### src/rtl/alu_ctrl_sequencer.sv
// ---------------------------------------------------------------------------
// alu_ctrl_sequencer
//   Instruction-issue/control sequencer for the regfile+ALU datapath. Accepts
//   RV32I ALU instructions (R-type and I-type) over a valid/ready handshake,
//   decodes them, and drives the datapath's instruction, ALU_Control, op_B_sel
//   and wEn inputs. Sequence per instruction: IDLE -> DECODE -> EXEC.
//
// Ports
//   clock          in   rising-edge clock
//   reset          in   asynchronous, active-high
//   instr_valid    in   upstream presents instr_in
//   instr_ready    out  sequencer accepts instr_in this cycle (IDLE/EXEC)
//   instr_in       in   RV32I instruction word
//   instruction    out  registered instruction to datapath
//   ALU_Control    out  ALU operation select {0.., b30, funct3}
//   op_B_sel       out  0 = rs2 operand, 1 = I-immediate
//   wEn            out  regfile write enable, high only in EXEC with rd != 0
//   illegal        out  1-cycle pulse in DECODE for an unsupported opcode
//   busy           out  state != IDLE
//   retired_count  out  committed writes (only with CTRL_RETIRE_CNT_EN)
//
// Optional feature macro: CTRL_RETIRE_CNT_EN adds the retired_count port and
// its wrapping counter. Undefined by default.
// ---------------------------------------------------------------------------
module alu_ctrl_sequencer #(
    parameter int CTRL_WIDTH = 6
`ifdef CTRL_RETIRE_CNT_EN
    , parameter int CNT_WIDTH = 16
`endif
) (
    input  logic                  clock,
    input  logic                  reset,
    input  logic                  instr_valid,
    output logic                  instr_ready,
    input  logic [31:0]           instr_in,
    output logic [31:0]           instruction,
    output logic [CTRL_WIDTH-1:0] ALU_Control,
    output logic                  op_B_sel,
    output logic                  wEn,
    output logic                  illegal,
    output logic                  busy
`ifdef CTRL_RETIRE_CNT_EN
    , output logic [CNT_WIDTH-1:0] retired_count
`endif
);

    typedef enum logic [1:0] {
        IDLE   = 2'd0,
        DECODE = 2'd1,
        EXEC   = 2'd2
    } state_t;

    localparam logic [6:0] OPC_R = 7'b0110011;
    localparam logic [6:0] OPC_I = 7'b0010011;

    state_t                  state_q;
    logic [31:0]             instr_q;
    logic [CTRL_WIDTH-1:0]   ctrl_q;
    logic                    opb_q;
    logic                    wen_q;
    logic                    illegal_q;
    logic                    busy_q;
    logic                    ready_q;
`ifdef CTRL_RETIRE_CNT_EN
    logic [CNT_WIDTH-1:0]    cnt_q;
`endif

    logic                    dec_legal;
    logic [CTRL_WIDTH-1:0]   dec_ctrl;
    logic                    dec_opb;
    logic                    accept;

    // Combinational decode of the word being offered; captured on accept.
    always_comb begin
        dec_legal = 1'b0;
        dec_ctrl  = '0;
        dec_opb   = 1'b0;
        case (instr_in[6:0])
            OPC_R: begin
                dec_legal     = 1'b1;
                dec_ctrl[3:0] = {instr_in[30], instr_in[14:12]};
            end
            OPC_I: begin
                dec_legal     = 1'b1;
                dec_opb       = 1'b1;
                // b30 is an immediate bit except for the SRLI/SRAI shift pair
                dec_ctrl[3:0] = {(instr_in[14:12] == 3'b101) ? instr_in[30] : 1'b0,
                                 instr_in[14:12]};
            end
            default: ;
        endcase
    end

    // ready_q is low in DECODE, so this only fires in IDLE or EXEC.
    assign accept = instr_valid & ready_q;

    always_ff @(posedge clock or posedge reset) begin
        if (reset) begin
            state_q   <= IDLE;
            instr_q   <= '0;
            ctrl_q    <= '0;
            opb_q     <= 1'b0;
            wen_q     <= 1'b0;
            illegal_q <= 1'b0;
            busy_q    <= 1'b0;
            ready_q   <= 1'b0;
`ifdef CTRL_RETIRE_CNT_EN
            cnt_q     <= '0;
`endif
        end else begin
            illegal_q <= 1'b0;
            case (state_q)
                IDLE: begin
                    ready_q <= 1'b1;
                    busy_q  <= 1'b0;
                end
                DECODE: begin
                    ready_q <= 1'b1;
                    if (illegal_q) begin
                        state_q <= IDLE;
                        busy_q  <= 1'b0;
                    end else begin
                        state_q <= EXEC;
                        wen_q   <= (instr_q[11:7] != 5'd0);
                    end
                end
                EXEC: begin
                    wen_q   <= 1'b0;
                    state_q <= IDLE;
                    busy_q  <= 1'b0;
                    ready_q <= 1'b1;
`ifdef CTRL_RETIRE_CNT_EN
                    if (wen_q) cnt_q <= cnt_q + 1'b1;
`endif
                end
                default: begin
                    state_q <= IDLE;
                    wen_q   <= 1'b0;
                    busy_q  <= 1'b0;
                    ready_q <= 1'b1;
                end
            endcase
            // A handshake in IDLE or EXEC overrides the next-state chosen above.
            if (accept) begin
                state_q   <= DECODE;
                instr_q   <= instr_in;
                ctrl_q    <= dec_ctrl;
                opb_q     <= dec_opb;
                illegal_q <= ~dec_legal;
                busy_q    <= 1'b1;
                ready_q   <= 1'b0;
            end
        end
    end

    assign instruction = instr_q;
    assign ALU_Control = ctrl_q;
    assign op_B_sel    = opb_q;
    assign wEn         = wen_q;
    assign illegal     = illegal_q;
    assign busy        = busy_q;
    assign instr_ready = ready_q;
`ifdef CTRL_RETIRE_CNT_EN
    assign retired_count = cnt_q;
`endif

endmodule
### config.mk
export PLATFORM = sky130hd
export DESIGN_NAME = alu_ctrl_sequencer
export DESIGN_NICKNAME = d
export VERILOG_FILES = /design/src/rtl/alu_ctrl_sequencer.sv
export SDC_FILE = /design/constraint.sdc
export NUM_CORES = 1
export LEC_CHECK = 0
export ABC_CLOCK_PERIOD_IN_PS = 1300
export CORE_UTILIZATION = 35
export DETAILED_ROUTE_END_ITERATION = 8
export GPL_TIMING_DRIVEN = 0
export PLACE_DENSITY_LB_ADDON = 0.2
export SLEW_MARGIN = 0
export SYNTH_ARGS = -nofsm -noshare
export SYNTH_HDL_FRONTEND = slang
export SYNTH_SLANG_ARGS = --single-unit
### constraint.sdc
create_clock -name clock -period 1.3 [get_ports clock]
set_input_delay 0.26 -clock clock [delete_from_list [all_inputs] [get_ports clock]]
set_output_delay 0.26 -clock clock [all_outputs]
set_load 0.1 [all_outputs]
==> reports/qor.yml, run 1 <==
first_iter_violations: 73
clk_latency_ps: 300
final_cell_mix: "nand2_1 (101), buf_4 (41), dfrtp_1 (36)"
vdd_drop_max_mv: 0.8886
status: "finished with violations"
die_w_um: 70.70
antenna_found_initial: 0
netlist_area_um2: 1652
fmax_ghz: 0.8061
overflow: 0
top_usage_layer: "met2"
final_common_cell: "nand2_1"
cts_sinks: 43
startpoint: "instruction[7]"
rrSetupSlack_ps: 70
violations: "design-rule violations"
rows: 24
hold_path.class: "in -> async"
finalSetupViolCount: 0
diodes: 0
path_clk_slew_ps: 80
areaGrowthSynthToFinish_pct: 56.82
synth-seq-cells: 43
wire_per_inst_um: 12.80
dieArea_um2: 4998
dp_cells: 304
clock_skew_ps: 10.55
synth_warnings: 0
cp-endpoint: "instruction[7]"
r2r-end: "wEn"
cts_tree: "built"
path_buf_inv: 1
viasPerCell: 4.516
io_pins: 78
grt_pass1_wl_mm: 6.630
routed_wirelength_mm: 3.993
power.density_nw_per_um2: 1766
drc_errors: 10
critPathCaptureType: "output pin"
rsz0062_at_grt: "yes"
via_count: 1409
ys_seq_area_share_pct: 65.15
critical_path_class: "reg -> out"
hold_violations: 0
crit_required_ps: 1040
track_usage_pct: 17.24
setup_tns_ps: 0
slowest_delay_ps: 500
grtUsageMet2_pct: 27.14
period_minus_slack_ps: 1241
cts-root-buf: "clkbuf_8"
maxCapViolCount: 0
postRouteAntennaNets: 0
drive_gt1_share_pct: 28.46
nets: 294
rr_worst_depth: 3
fin_area_um2: 2590
grt_max_degree: 43
r2r_start: "instruction[11]"
instances_no_fill: 312
leakagePower_nw: 1.355
finalCritPeriodShare_pct: 95.43
clockBufferDepth: 2
placedInstanceArea_um2: 2514
gr-usage-met3_pct: 4.131
first_pass_iters: 6
cp_top_family: "flip-flops"
cp.arrival_ps: 980
cts_buffers: 5
slowest_stage: "dfrtp_4"
core_area_um2: 4444
die_height_um: 70.70
h-tree-depth: 2
avgSynthCellArea_um2: 9.438
place_congestion: 0.7223
start_util_pct: 37.16
synth_cells: 175
worstPathMaxFanout: 3
grt_pass1_vias: 1353
slew_violations: 0
cp_cell_sequence: "buf_6"
hpwl_mm: 2.831
met1_usage_pct: 23.04
synth.distinct_cells: 19
critPathLaunchType: "register"
path_depth: 1
port-buffer-count: 75
kinds of logic (layout without fill, tap and decap cells):
logic type	count (synthesis)	in the layout	synth area share [%]
compound gates	8	8	2.955
buf+inv	12	96	3.485
flops	43	43	65.15
other cells	1	2	0.2271
simple gates	111	111	28.18
area by class of cell:
class	count	area, µm²
well taps	52	65.06
fillers	397	1854
clock inverters	3	67.56
flip-flops and latches	43	1090
inverters	3	15.01
plain buffers	9	58.81
clock buffers	5	68.82
multi-input cells	121	538.0
repair buffers	76	686.9
worst min-delay path by stage:
stage	startpoint	endpoint	slack, ps	depth (start not counted)
5_1_grt	reset	instruction[31]	150	2
3_3_place_gp	instruction[22]	instruction[22]	460	2
3_5_place_dp	reset	instruction[31]	440	2
2_1_floorplan	instr_in[5]	op_B_sel	360	1
6_report	reset	instruction[31]	130	2
4_1_cts	reset	instruction[31]	120	2
state kept, by name (all words and copies together) (netlist names):
name	cells
instruction	32
ALU_Control	4
state_q	2
busy	1
illegal	1
instr_ready	1
op_B_sel	1
wEn	1
cells in the mapped netlist:
cell type	instances	area [µm²]
dfrtp_1	43	1076
a31oi_1	1	6.260
clkbuf_1	3	11.26
buf_4	2	15.01
inv_1	2	7.510
nand2_1	102	382.9
nand2b_1	1	6.260
conb_1	1	3.750
buf_2	4	20.02
nor4b_4	1	23.77
and3b_1	1	8.760
o21ai_0	4	20.02
o31ai_1	3	22.52
clkinv_1	1	3.750
nand3_2	1	10.01
nor2b_1	1	6.260
nor3_1	2	10.01
nor3_2	1	10.01
or4_1	1	7.510
routing by layer:
layer	vias up	routed length, µm	share of wire, %
met5	-	0	0
met2	52	1878	47
met1	645	1819	46
li1	704	-	-
met4	0	64	1.6
met3	8	231	5.8
power by group:
| part | total (W) | switching (W) | internal [W] |
|---|---|---|---|
| logic | 0.00175 | 0.00137 | 0.000379 |
| clock network | 0.00124 | 0.000473 | 0.000766 |
| registers | 0.00158 | 0.0000903 | 0.00149 |
stage by stage:
step                total power [W]  util [%]  hold slack [ps]  worst slack, ps
CTS                        0.004594     57.60            120.9           -1.916
floorplan                  0.002903         -            356.6           -157.3
detailed placement         0.003398     56.56            437.7           -491.2
finish                     0.004575     58.28            126.0            59.47
global route               0.004746     58.28            146.7          -0.7092
global placement           0.003381     56.11            457.0            -1103
timing repair:
item | 4_1_cts | 5_1_grt
pin swaps | 3 | 4
endpoints found under the setup margin | 44 | 36
setup buffers | 0 | 0
hold buffers | 0 | 0
resized for setup | 250 | 13
Note: power is estimated with default switching activity, not from simulation.
==> inputs of run 2 (changes only) <==
--- a/config.mk
+++ b/config.mk
@@ -10,6 +10,7 @@
 export DETAILED_ROUTE_END_ITERATION = 8
 export GPL_TIMING_DRIVEN = 0
 export PLACE_DENSITY_LB_ADDON = 0.2
+export REMOVE_ABC_BUFFERS = 1
 export SLEW_MARGIN = 0
 export SYNTH_ARGS = -nofsm -noshare
 export SYNTH_HDL_FRONTEND = slang
==> run 2 against run 1 <==
  * Sequential share of layout area up 0.59 points
  * The run still ends with design-rule violations left
  * Largest power group unchanged
  * Critical path type unchanged
  * Highest routed layer unchanged
  * Cell count decreased by 2.6%
  * Non-clock buffer count shrank 9
==> reports/qor.yml, run 2 (synthesis results as in run 1) <==
finalSetupViolCount: 0
hold_violations: 0
vdd_drop_max_mv: 0.7581
setup_tns_ps: 0
power.density_nw_per_um2: 1729
cp_top_family: "flip-flops"
dieArea_um2: 4998
start_util_pct: 37.16
final_core_util_pct: 56.81
antenna_found_initial: 0
nets: 286
maxCapViolCount: 0
place_congestion: 0.7228
die_height_um: 70.70
track_usage_pct: 15.81
fillers: 425
wire_per_inst_um: 12.36
cp.arrival_ps: 1000
status: "finished with violations"
cts_tree: "built"
hpwl_mm: 2.506
violations: "design-rule violations"
crit_required_ps: 1040
cts_hold_buf: 0
cts_sinks: 43
multi_input_area_um2: 549.3
slowest_stage: "dfrtp_2"
critical_path_class: "reg -> out"
largest_register_ffs: 32
clockBufferDepth: 2
leakagePower_nw: 1.312
rrSetupSlack_ps: 80
core_area_um2: 4444
drive_gt1_share_pct: 23.02
r2r_start: "instruction[7]"
rsz0062_at_grt: "no"
first_pass_iters: 6
port-buffer-count: 75
seq_area_um2: 1077
postRouteAntennaNets: 0
first_iter_violations: 60
io_pins: 78
viasPerCell: 4.602
r2r-end: "wEn"
hold_path.class: "in -> async"
rows: 24
finalCritPeriodShare_pct: 96.60
clk_latency_ps: 290
drc_errors: 6
routed_wirelength_mm: 3.757
grt_pass1_vias: 1317
diodes: 0
slew_violations: 0
die_w_um: 70.70
overflow: 0
cp_cell_sequence: "buf_8"
postCtsSetupRepairBufs: 0
h-tree-depth: 2
critPathLaunchType: "register"
final_cell_mix: "nand2_1 (101), dfrtp_1 (42), buf_4 (40)"
period_minus_slack_ps: 1256
cts_buffers: 5
path_clk_slew_ps: 80
fmax_ghz: 0.7963
path_buf_inv: 1
via_count: 1399
rr_worst_depth: 3
clock_skew_ps: 6.010
worstPathMaxFanout: 3
grt_max_degree: 44
critPathCaptureType: "output pin"
areaGrowthSynthToFinish_pct: 52.88
grt_pass1_wl_mm: 6.099
slowest_delay_ps: 480
cts-root-buf: "clkbuf_8"
final_common_cell: "nand2_1"
==> run 2: cell types whose count changed in the layout (fill, tap and decap cells not counted), moves of 2 or more <==
| cell | delta |
|---|---|
| clkdlybuf4s50_1 | +2 |
| dfrtp_1 | +6 |
| dlymetal6s2s_1 | -2 |
| clkinvlp_4 | -2 |
| buf_2 | -2 |
| dfrtp_2 | -4 |
| clkbuf_2 | -3 |
| buf_6 | -4 |
| dfrtp_4 | -2 |
==> run 2: area by class of cell <==
| class | count | share of cell area, % |
|---|---|---|
| clock buffer | 6 | 3.271 |
| clock inverter | 2 | 1.388 |
| inverter | 3 | 1.487 |
| multi-input combinational | 122 | 21.75 |
| sequential | 43 | 42.67 |
| tap | 52 | 2.577 |
| timing repair buffer | 76 | 26.86 |
==> run 2: worst max path at each step <==
| stage | from | end | slack (ps) | cells past startpoint |
|---|---|---|---|---|
| final | instr_ready | instr_ready | 40 | 1 |
| after global routing | instr_in[2] | op_B_sel | 0.2 | 4 |
| after floorplan | instr_ready | ALU_Control[0] | -1560 | 4 |
| after detailed placement | instr_valid | ALU_Control[1] | -1670 | 5 |
| after CTS | instr_ready | instr_ready | 0.2 | 1 |
| after global placement | instr_valid | ALU_Control[1] | -2420 | 5 |
==> run 2: report_power, final <==
group          switching [W]  total [W]  internal (W)  leakage [nW]
Combinational        0.00137    0.00173      0.000360         0.716
Sequential         0.0000917    0.00158       0.00149         0.535
Clock               0.000437    0.00106      0.000621        0.0612
==> run 2: layer usage <==
layer  GRT usage, %  wire [µm]  part of all wire (%)
met4          5.333         47                   1.3
met3          5.698        241                   6.4
met5              0          0                     0
met1          19.16       1622                    43
met2          26.28       1845                    49
==> run 2: repair_timing <==
item,CTS,global route
endpoints found under the hold margin,0,0
gates cloned,0,1
endpoints found under the setup margin,82,30
pin swaps,0,1
gates resized for setup,254,2
==> run 2: stage by stage <==
| stage | power (W) | cells | cell area [µm²] | setup slack [ps] | hold slack [ps] |
|---|---|---|---|---|---|
| 6_report | 0.004364 | 304 | 2525 | 44.18 | 281.9 |
| 5_1_grt | 0.004540 | 304 | 2525 | 0.1517 | 308.2 |
| 3_5_place_dp | 0.003368 | 295 | 2447 | -1672 | 461.9 |
| 4_1_cts | 0.004400 | 303 | 2510 | 0.2077 | 286.8 |
| 3_3_place_gp | 0.003349 | 294 | 2425 | -2422 | 452.1 |
| 2_1_floorplan | 0.002877 | 167 | 1609 | -1560 | 356.6 |
